--- config.mk ---
export PLATFORM = sky130hd
export DESIGN_NAME = prog_loader
export DESIGN_NICKNAME = d
export VERILOG_FILES = /design/src/rtl/prog_loader.sv
export SDC_FILE = /design/constraint.sdc
export NUM_CORES = 1
export LEC_CHECK = 0
export ABC_AREA = 1
export BUFFER_PORTS_ARGS = -buffer_cell sky130_fd_sc_hd__buf_2
export CAP_MARGIN = 20
export CORE_MARGIN = 1.5
export CORE_UTILIZATION = 55
export DETAILED_ROUTE_END_ITERATION = 7
export PLACE_DENSITY = 0.71
export SLEW_MARGIN = 20
export SYNTH_ARGS = -nofsm -noshare
export SYNTH_HDL_FRONTEND = slang
export SYNTH_SLANG_ARGS = --single-unit
--- constraint.sdc ---
create_clock -name CLOCK -period 2.6 [get_ports CLOCK]
set_clock_uncertainty 0.2 [all_clocks]
set_input_delay 0.52 -clock CLOCK [delete_from_list [all_inputs] [get_ports CLOCK]]
set_output_delay 0.52 -clock CLOCK [all_outputs]
set_load 0.01 [all_outputs]
--- src/rtl/prog_loader.sv ---
// Serial program loader: receives an 8N1 UART program image, writes it into
// the instruction store and holds the CPU until the checksum has been verified.
//
// state   | meaning
// IDLE    | waiting for the word-count byte
// WORD_B0 | waiting for instr[17:16] byte
// WORD_B1 | waiting for instr[15:8] byte
// WORD_B2 | waiting for instr[7:0] byte
// WRITE   | one-cycle instruction memory write
// CSUM    | waiting for the checksum byte
// DONE    | image verified, CPU released
// ERROR   | framing/format/checksum error latched
module prog_loader #(
  parameter int CLKS_PER_BIT = 434,
  parameter int AW           = 6,
  parameter int IW           = 18
) (
  input  logic          CLOCK,
  input  logic          RESET_N,
  input  logic          rx,
  input  logic          start,
  output logic          imem_we,
  output logic [AW-1:0] imem_addr,
  output logic [IW-1:0] imem_data,
  output logic          cpu_hold,
  output logic          done,
  output logic          err,
  output logic [AW:0]   words_loaded
);

  localparam int CW   = $clog2(CLKS_PER_BIT);
  localparam int MAXW = 1 << AW;

  typedef enum logic [1:0] {R_IDLE, R_START, R_DATA, R_STOP} rx_state_t;
  typedef enum logic [2:0] {
    S_IDLE, S_WORD_B0, S_WORD_B1, S_WORD_B2, S_WRITE, S_CSUM, S_DONE, S_ERROR
  } state_t;

  logic            rx_meta_q, rx_sync_q, rx_prev_q;
  rx_state_t       rx_st_q, rx_st_d;
  logic [CW-1:0]   tmr_q, tmr_d;
  logic [2:0]      bit_cnt_q, bit_cnt_d;
  logic [7:0]      shift_q, shift_d;
  logic            byte_vld_q, byte_vld_d;
  logic            frame_err;

  state_t          state_q, state_d;
  logic [7:0]      csum_q;
  logic [AW:0]     n_q, words_q;
  logic [1:0]      b0_q;
  logic [7:0]      b1_q;
  logic [AW-1:0]   addr_q;
  logic [IW-1:0]   data_q;

  always_ff @(posedge CLOCK or negedge RESET_N) begin
    if (!RESET_N) begin
      rx_meta_q  <= 1'b1;
      rx_sync_q  <= 1'b1;
      rx_prev_q  <= 1'b1;
      rx_st_q    <= R_IDLE;
      tmr_q      <= '0;
      bit_cnt_q  <= '0;
      shift_q    <= '0;
      byte_vld_q <= 1'b0;
    end else begin
      rx_meta_q  <= rx;
      rx_sync_q  <= rx_meta_q;
      rx_prev_q  <= rx_sync_q;
      rx_st_q    <= rx_st_d;
      tmr_q      <= tmr_d;
      bit_cnt_q  <= bit_cnt_d;
      shift_q    <= shift_d;
      byte_vld_q <= byte_vld_d;
    end
  end

  // Down-counting bit timer; every sample is taken at terminal count.
  always_comb begin
    rx_st_d    = rx_st_q;
    tmr_d      = tmr_q;
    bit_cnt_d  = bit_cnt_q;
    shift_d    = shift_q;
    byte_vld_d = 1'b0;
    frame_err  = 1'b0;
    case (rx_st_q)
      R_IDLE: begin
        if (rx_prev_q && !rx_sync_q) begin
          rx_st_d = R_START;
          tmr_d   = CW'(CLKS_PER_BIT / 2 - 1);
        end
      end
      R_START: begin
        if (tmr_q == '0) begin
          if (!rx_sync_q) begin
            rx_st_d   = R_DATA;
            tmr_d     = CW'(CLKS_PER_BIT - 1);
            bit_cnt_d = '0;
          end else begin
            rx_st_d = R_IDLE;
          end
        end else begin
          tmr_d = tmr_q - CW'(1);
        end
      end
      R_DATA: begin
        if (tmr_q == '0) begin
          shift_d = {rx_sync_q, shift_q[7:1]};
          tmr_d   = CW'(CLKS_PER_BIT - 1);
          if (bit_cnt_q == 3'd7) rx_st_d = R_STOP;
          else                   bit_cnt_d = bit_cnt_q + 3'd1;
        end else begin
          tmr_d = tmr_q - CW'(1);
        end
      end
      R_STOP: begin
        if (tmr_q == '0) begin
          rx_st_d    = R_IDLE;
          byte_vld_d = rx_sync_q;
          frame_err  = !rx_sync_q;
        end else begin
          tmr_d = tmr_q - CW'(1);
        end
      end
      default: rx_st_d = R_IDLE;
    endcase
  end

  always_ff @(posedge CLOCK or negedge RESET_N) begin
    if (!RESET_N) state_q <= S_IDLE;
    else          state_q <= state_d;
  end

  always_comb begin
    state_d = state_q;
    case (state_q)
      S_IDLE: begin
        if (frame_err)       state_d = S_ERROR;
        else if (byte_vld_q) state_d = (shift_q > 8'(MAXW)) ? S_ERROR : S_WORD_B0;
      end
      S_WORD_B0: begin
        if (frame_err)       state_d = S_ERROR;
        else if (byte_vld_q) state_d = (|shift_q[7:2]) ? S_ERROR : S_WORD_B1;
      end
      S_WORD_B1: begin
        if (frame_err)       state_d = S_ERROR;
        else if (byte_vld_q) state_d = S_WORD_B2;
      end
      S_WORD_B2: begin
        if (frame_err)       state_d = S_ERROR;
        else if (byte_vld_q) state_d = S_WRITE;
      end
      S_WRITE: state_d = ((words_q + 1'b1) < n_q) ? S_WORD_B0 : S_CSUM;
      S_CSUM: begin
        if (frame_err)       state_d = S_ERROR;
        else if (byte_vld_q) state_d = (shift_q == csum_q) ? S_DONE : S_ERROR;
      end
      S_DONE, S_ERROR: if (start) state_d = S_IDLE;
      default: state_d = S_IDLE;
    endcase
  end

  always_comb begin
    imem_we      = (state_q == S_WRITE);
    done         = (state_q == S_DONE);
    cpu_hold     = (state_q != S_DONE);
    err          = (state_q == S_ERROR);
    imem_addr    = addr_q;
    imem_data    = data_q;
    words_loaded = words_q;
  end

  always_ff @(posedge CLOCK or negedge RESET_N) begin
    if (!RESET_N) begin
      csum_q  <= '0;
      n_q     <= '0;
      words_q <= '0;
      b0_q    <= '0;
      b1_q    <= '0;
      addr_q  <= '0;
      data_q  <= '0;
    end else begin
      if (byte_vld_q && (state_q inside {S_IDLE, S_WORD_B0, S_WORD_B1, S_WORD_B2}))
        csum_q <= csum_q ^ shift_q;
      if (byte_vld_q) begin
        case (state_q)
          S_IDLE:    n_q  <= (shift_q == 8'd0) ? (AW+1)'(MAXW) : (AW+1)'(shift_q);
          S_WORD_B0: b0_q <= shift_q[1:0];
          S_WORD_B1: b1_q <= shift_q;
          S_WORD_B2: begin
            data_q <= IW'({b0_q, b1_q, shift_q});
            addr_q <= words_q[AW-1:0];
          end
          default: ;
        endcase
      end
      if (state_q == S_WRITE) words_q <= words_q + 1'b1;
      if (start && (state_q == S_DONE || state_q == S_ERROR)) begin
        words_q <= '0;
        csum_q  <= '0;
      end
    end
  end

endmodule

* Yosys cells after proc, flatten, opt, wreduce, memory -nomap -nowiden
Cells that the tools add are included.
Storage, ports and cells: register bits 85, RAM bits 0, bits in latches 0, output and inout bits 35, word-level logic and storage cells 117, bits of input ports 4, memory bits (read-only) 0, memories kept 0
Operators by class: reduce and logical (&&, ||, !) cells 24, shifts and indexed selects 0, $add $sub $neg 3, equality and inequality tests 28, order comparisons 2, multipliers 0, multiplexer cells 43, bitwise operators 1, divide/modulo/power cells 0
Operator list (count):
- 3-bit two-way mux | 18
- 9-bit two-way mux | 5
- 9-bit one-hot mux with 4 select lines | 1
- 7-bit two-way mux | 3
- 3-bit inequality test (second input constant) | 7
- 3-bit one-hot mux with 7 select lines | 1
- 2-bit inequality test (second input constant) | 9
- 8-bit two-way mux | 2
- 3-bit equality test (second input constant) | 5
- 2-bit two-way mux | 6
- 2-bit AND reduction | 5
- 5-bit AND reduction | 2
- 9-bit zero test | 1
- 9-bit by 1-bit subtractor with 9-bit output (second input constant) | 1
- 8-bit equality test | 1
- 8-bit by 7-bit > comparator with 1-bit output (second input constant) | 1
- 8-bit zero test | 1
- 2-bit one-hot mux with 4 select lines | 1
- 8-bit bitwise XOR | 1
- 7-bit by 1-bit adder with 7-bit output (second input constant) | 1
- 7-bit < comparator | 1
- 3-bit by 2-bit equality test with 1-bit output (second input constant) | 2
- 3-bit one-hot mux with 2 select lines | 1
- 6-bit AND reduction | 1
- other kinds (15) | 24

* Longest topological paths before layout
depth after elaboration 5, mapped depth 15, gate-level depth less buffers 15

* Worst setup path before layout
No wires, ideal clock.
path type reg-to-reg, start point register words_q[1] (netlist: words_loaded[1]), end point register state_q[2], setup time 123 ps, data arrival time 1900 ps, required time 2277 ps, slack 377 ps, period minus slack after synthesis 2223 ps, stages on the path, launching flop included 15, buffers on the path 0, cells stage by stage dfrtp_1 > ha_1 > nand3_1 > nor2_1 > nand2_1 > xor2_1 > inv_1 > ha_1 > a21o_1 > nor2_1 > nand2_1 > nand2_1 > nand3_1 > nor2_1 > a21oi_1
On the way: longest elaborated chain between the ends 4
Ends and longest elaborated chain:
- start: declaration | RTL line 49 | logic [AW:0] n_q, words_q;
- start signal: assignment | RTL line 196 | if (state_q == S_WRITE) words_q <= words_q + 1'b1;
- 7-bit by 1-bit adder with 7-bit output | RTL line 152 | S_WRITE: state_d = ((words_q + 1'b1) < n_q) ? S_WORD_B0 : S_CSUM;
- 7-bit < comparator | RTL line 152
- 3-bit two-way mux | RTL line 152
- 3-bit one-hot mux with 7 select lines | RTL line 135 | case (state_q)
- end signal: assignment | RTL line 130 | else state_q <= state_d;
- end: declaration | RTL line 47 | state_t state_q, state_d;
No other way between the ends. A chain may end at the register's enable or synchronous reset.

* Final worst setup path
Same ends and word-level chain as after synthesis.

==> summary.md <==
| Metric | Value |
|---|---|
| Hold path endpoint | rx_meta_q |
| Clock root buffer | clkbuf_8 |
| Slew Limit Fails | 0 |
| Vias in the first global route | 3135 |
| Register Area | 2130 um^2 |
| Die Y | 90.1 um |
| Syn Nets | 486 |
| Synth top area share | 49.2% |
| Hold slack | 0.0576 ns |
| Post-Synth Adder-Cell Area | 4.80% |
| Setup total negative slack | 0 ns |
| Hold Fails Final Rpt | 0 |
| Hold Path Stages | 1 |
| Peak supply drop | 568 uV |
| Register bit total from synthesis | 85 |
| Seq/Total Area, Yosys | 51.1% |
| Share of layout cells above drive strength 1 | 18.2% |
| Cts bufs inserted | 9 |
| Max Cap Violations | 0 |
| DRT antenna net count | 0 |
| IO Pins | 39 |
| H-tree levels | 3 |
| Critical path startpoint category | flip-flop |
| Area occupied by multi-input gates | 1740 um^2 |
| Count of different cell masters after synthesis | 36 |
| Total GRT Usage | 22.1% |
| Max Freq | 0.417 GHz |
| Pre-CTS WS | 0.233 ns |
| Synth Instances | 466 |
| DR WL/cell | 13.6 um |
| Type of the worst setup path | flip-flop to flip-flop |
| Deepest clock path buffer count | 2 |
| Vias | 3114 |
| Synth-to-layout area growth | 12.5% |
| Number of diodes | 0 |
| Filler cells | 649 |
| Core Region | 7290 um^2 |
| Worst R2R Setup Slack | 0.20 ns |
| Total power | 0.00416 W |
| Mux cell area share after synthesis | 3.33% |
| Slew @ Worst Pin | 0.546 ns |
| Initial antenna violation count | 0 |
| Pleak | 2.45 nW |
| # setup viols final | 0 |
| Hpwl dp | 6.03 mm |
| Arrival time worst endpoint | 2.45 ns |
| CTS sink count | 85 |
| Post-CTS Setup Inserts | 0 |
| Synth area leaders | dfrtp_1 49%, nand2_1 8.1%, o21ai_0 6.1% |
| CTS tree | built |
| Crit share post-route | 92.2% |
| Number of port buffers | 38 |
| Post-Synth XOR/XNOR Area | 3.78% |
| Final Worst Setup Slack | 0.204 ns |
| Grt total ovfl | 0 |
| Initial Utilization | 57.2% |
| Yosys top cell by area | dfrtp_1 |
| Hold Crit Start | rx |
| CP Max Fanout | 5 |
| CP endpoint kind | flip-flop |
| Clk slew on worst S/H paths | 0.09 ns |
| Worst slew margin | 63.2% |
| Starting DRT DRC Count | 147 |
| Minimum clock period | 2.40 ns |
| Most frequent cells in the layout | 90 x nand2_1, 82 x dfrtp_1, 63 x inv_1 |
| Horiz. Die Dim | 90.1 um |
| # DRC | 0 |
| DRT Pass-1 Iters | 4 |
| Layout Nets | 531 |
| Worst min-delay path class | input port to flip-flop |
| Reg-to-Reg End | state_q[2] |
| Complex-gate fraction of the synthesized area | 12.6% |
| Largest family of logic cells by synthesized area | simple AND/OR/NAND/NOR gates |
| Post-synthesis simple-gate area fraction | 17.2% |
| Reg2reg start | words_loaded[1] |
| DP Area | 4480 um^2 |
| Synthesized area per cell | 8.95 um^2 |
| Die ar. | 8120 um^2 |
| Critical Path RT | 2.66 ns |
| Status | finished clean |
| Reg2reg path depth | 14 |
| Mapped Area | 4170 um^2 |
| Drt total wl | 8.36 mm |
| Pwr/cell area | 886 nW/um^2 |
| RD Place Congestion | 0.844 |
| Cell Rows | 31 |
| Commonest non-fill, non-tap cell in the layout | nand2_1 |
| Post-route cell area | 4690 um^2 |
| Vias per cell | 5.06 |
| Largest net degree at the start of global routing | 43 |
| Worst-skew pair later-pin latency | 0.36 ns |
| RSZ-0062 raised after global routing | no |
| First-pass GRT wire length | 14.4 mm |
| Synth warn | 0 |
[worst max-delay path by stage]
| stage | start | end | slack [ns] | cells after the start |
|---|---|---|---|---|
| 2_1_floorplan | words_loaded[1] | state_q[2] | 0.38 | 14 |
| 3_3_place_gp | words_loaded[1] | state_q[2] | 0.33 | 14 |
| 3_5_place_dp | words_loaded[1] | state_q[2] | 0.23 | 14 |
| 4_1_cts | words_loaded[1] | state_q[2] | 0.21 | 14 |
| 5_1_grt | words_loaded[1] | state_q[2] | 0.07 | 14 |
| 6_report | words_loaded[1] | state_q[2] | 0.20 | 14 |
[final cells by class]
cell class              instances  area share (%)
flip-flops and latches         85            45.4
repair buffers                 41            4.91
clock inverters                 6            1.49
multi-input cells             306            37.1
well taps                      99            2.64
clock buffers                  10            2.93
inverters                      68            5.55
[flip-flops by register name, summed over array words and instances (netlist names), named ones only]
register,count
rx_sync_q,1
words_loaded,7
imem_data,18
tmr_q,9
rx_st_q,1
b1_q,8
csum_q,8
shift_q,8
n_q,7
byte_vld_q,1
rx_prev_q,1
state_q,3
b0_q,2
imem_addr,6
bit_cnt_q,3
rx_meta_q,1
[worst max-delay path, cell delays in order, from the launching register on]
cell and delay (ns):
dfrtp_1 0.45, ha_1 0.22, nand3_1 0.12, nor2_1 0.12, nand2_1 0.07, xor2_1 0.17, inv_1 0.06, ha_1 0.29
a21o_1 0.16, nor2_1 0.10, nand2_1 0.06, nand2_1 0.05, nand3_1 0.06, nor2_1 0.10, a21oi_1 0.06
[layer usage]
layer / global-route usage [%] / up-vias / wire, um
met5: 0 / - / 0
met4: 9.13 / 0 / 176
met3: 3.98 / 11 / 238
met2: 37.3 / 54 / 4110
met1: 28.0 / 1465 / 3840
li1: - / 1584 / -
[power breakdown]
group / switching (W) / internal, W
registers: 0.000152 / 0.00148
clock network: 0.000496 / 0.000476
logic: 0.000996 / 0.000556
total: 0.00164 / 0.00251
[per-stage QoR]
step | util, % | cells
after floorplan | - | 466
after global placement | 61.4 | 598
after detailed placement | 61.4 | 598
after CTS | 64.4 | 615
after global routing | 64.4 | 615
final | 64.4 | 615
[cell usage after synthesis, drive strengths merged]
master / count
a21boi: 1
a21o: 1
a21oi: 27
a22oi: 3
buf: 6
clkbuf: 1
clkinv: 1
dfrtp: 82
dfstp: 3
ha: 16
inv: 67
mux2: 11
nand2: 99
nand3: 13
nand4: 2
nor2: 48
nor3: 3
o2111ai: 1
o211ai: 1
o21ai: 59
o22ai: 3
xnor2: 8
xor2: 10
[logic make-up (layout without fill, tap and decap cells)]
logic type | after synthesis | after routing
compound gates | 96 | 96
fa+ha+maj | 16 | 16
flops | 85 | 85
buf+inv | 75 | 125
mux | 11 | 11
simple gates | 165 | 165
xor+xnor | 18 | 18
[timing repair]
| item | CTS | global route |
|---|---|---|
| resized for setup | 0 | 0 |
| hold endpoints to repair | 40 | 0 |
| hold buffers | 1 | 0 |
Note: power is estimated with default switching activity, not from simulation.
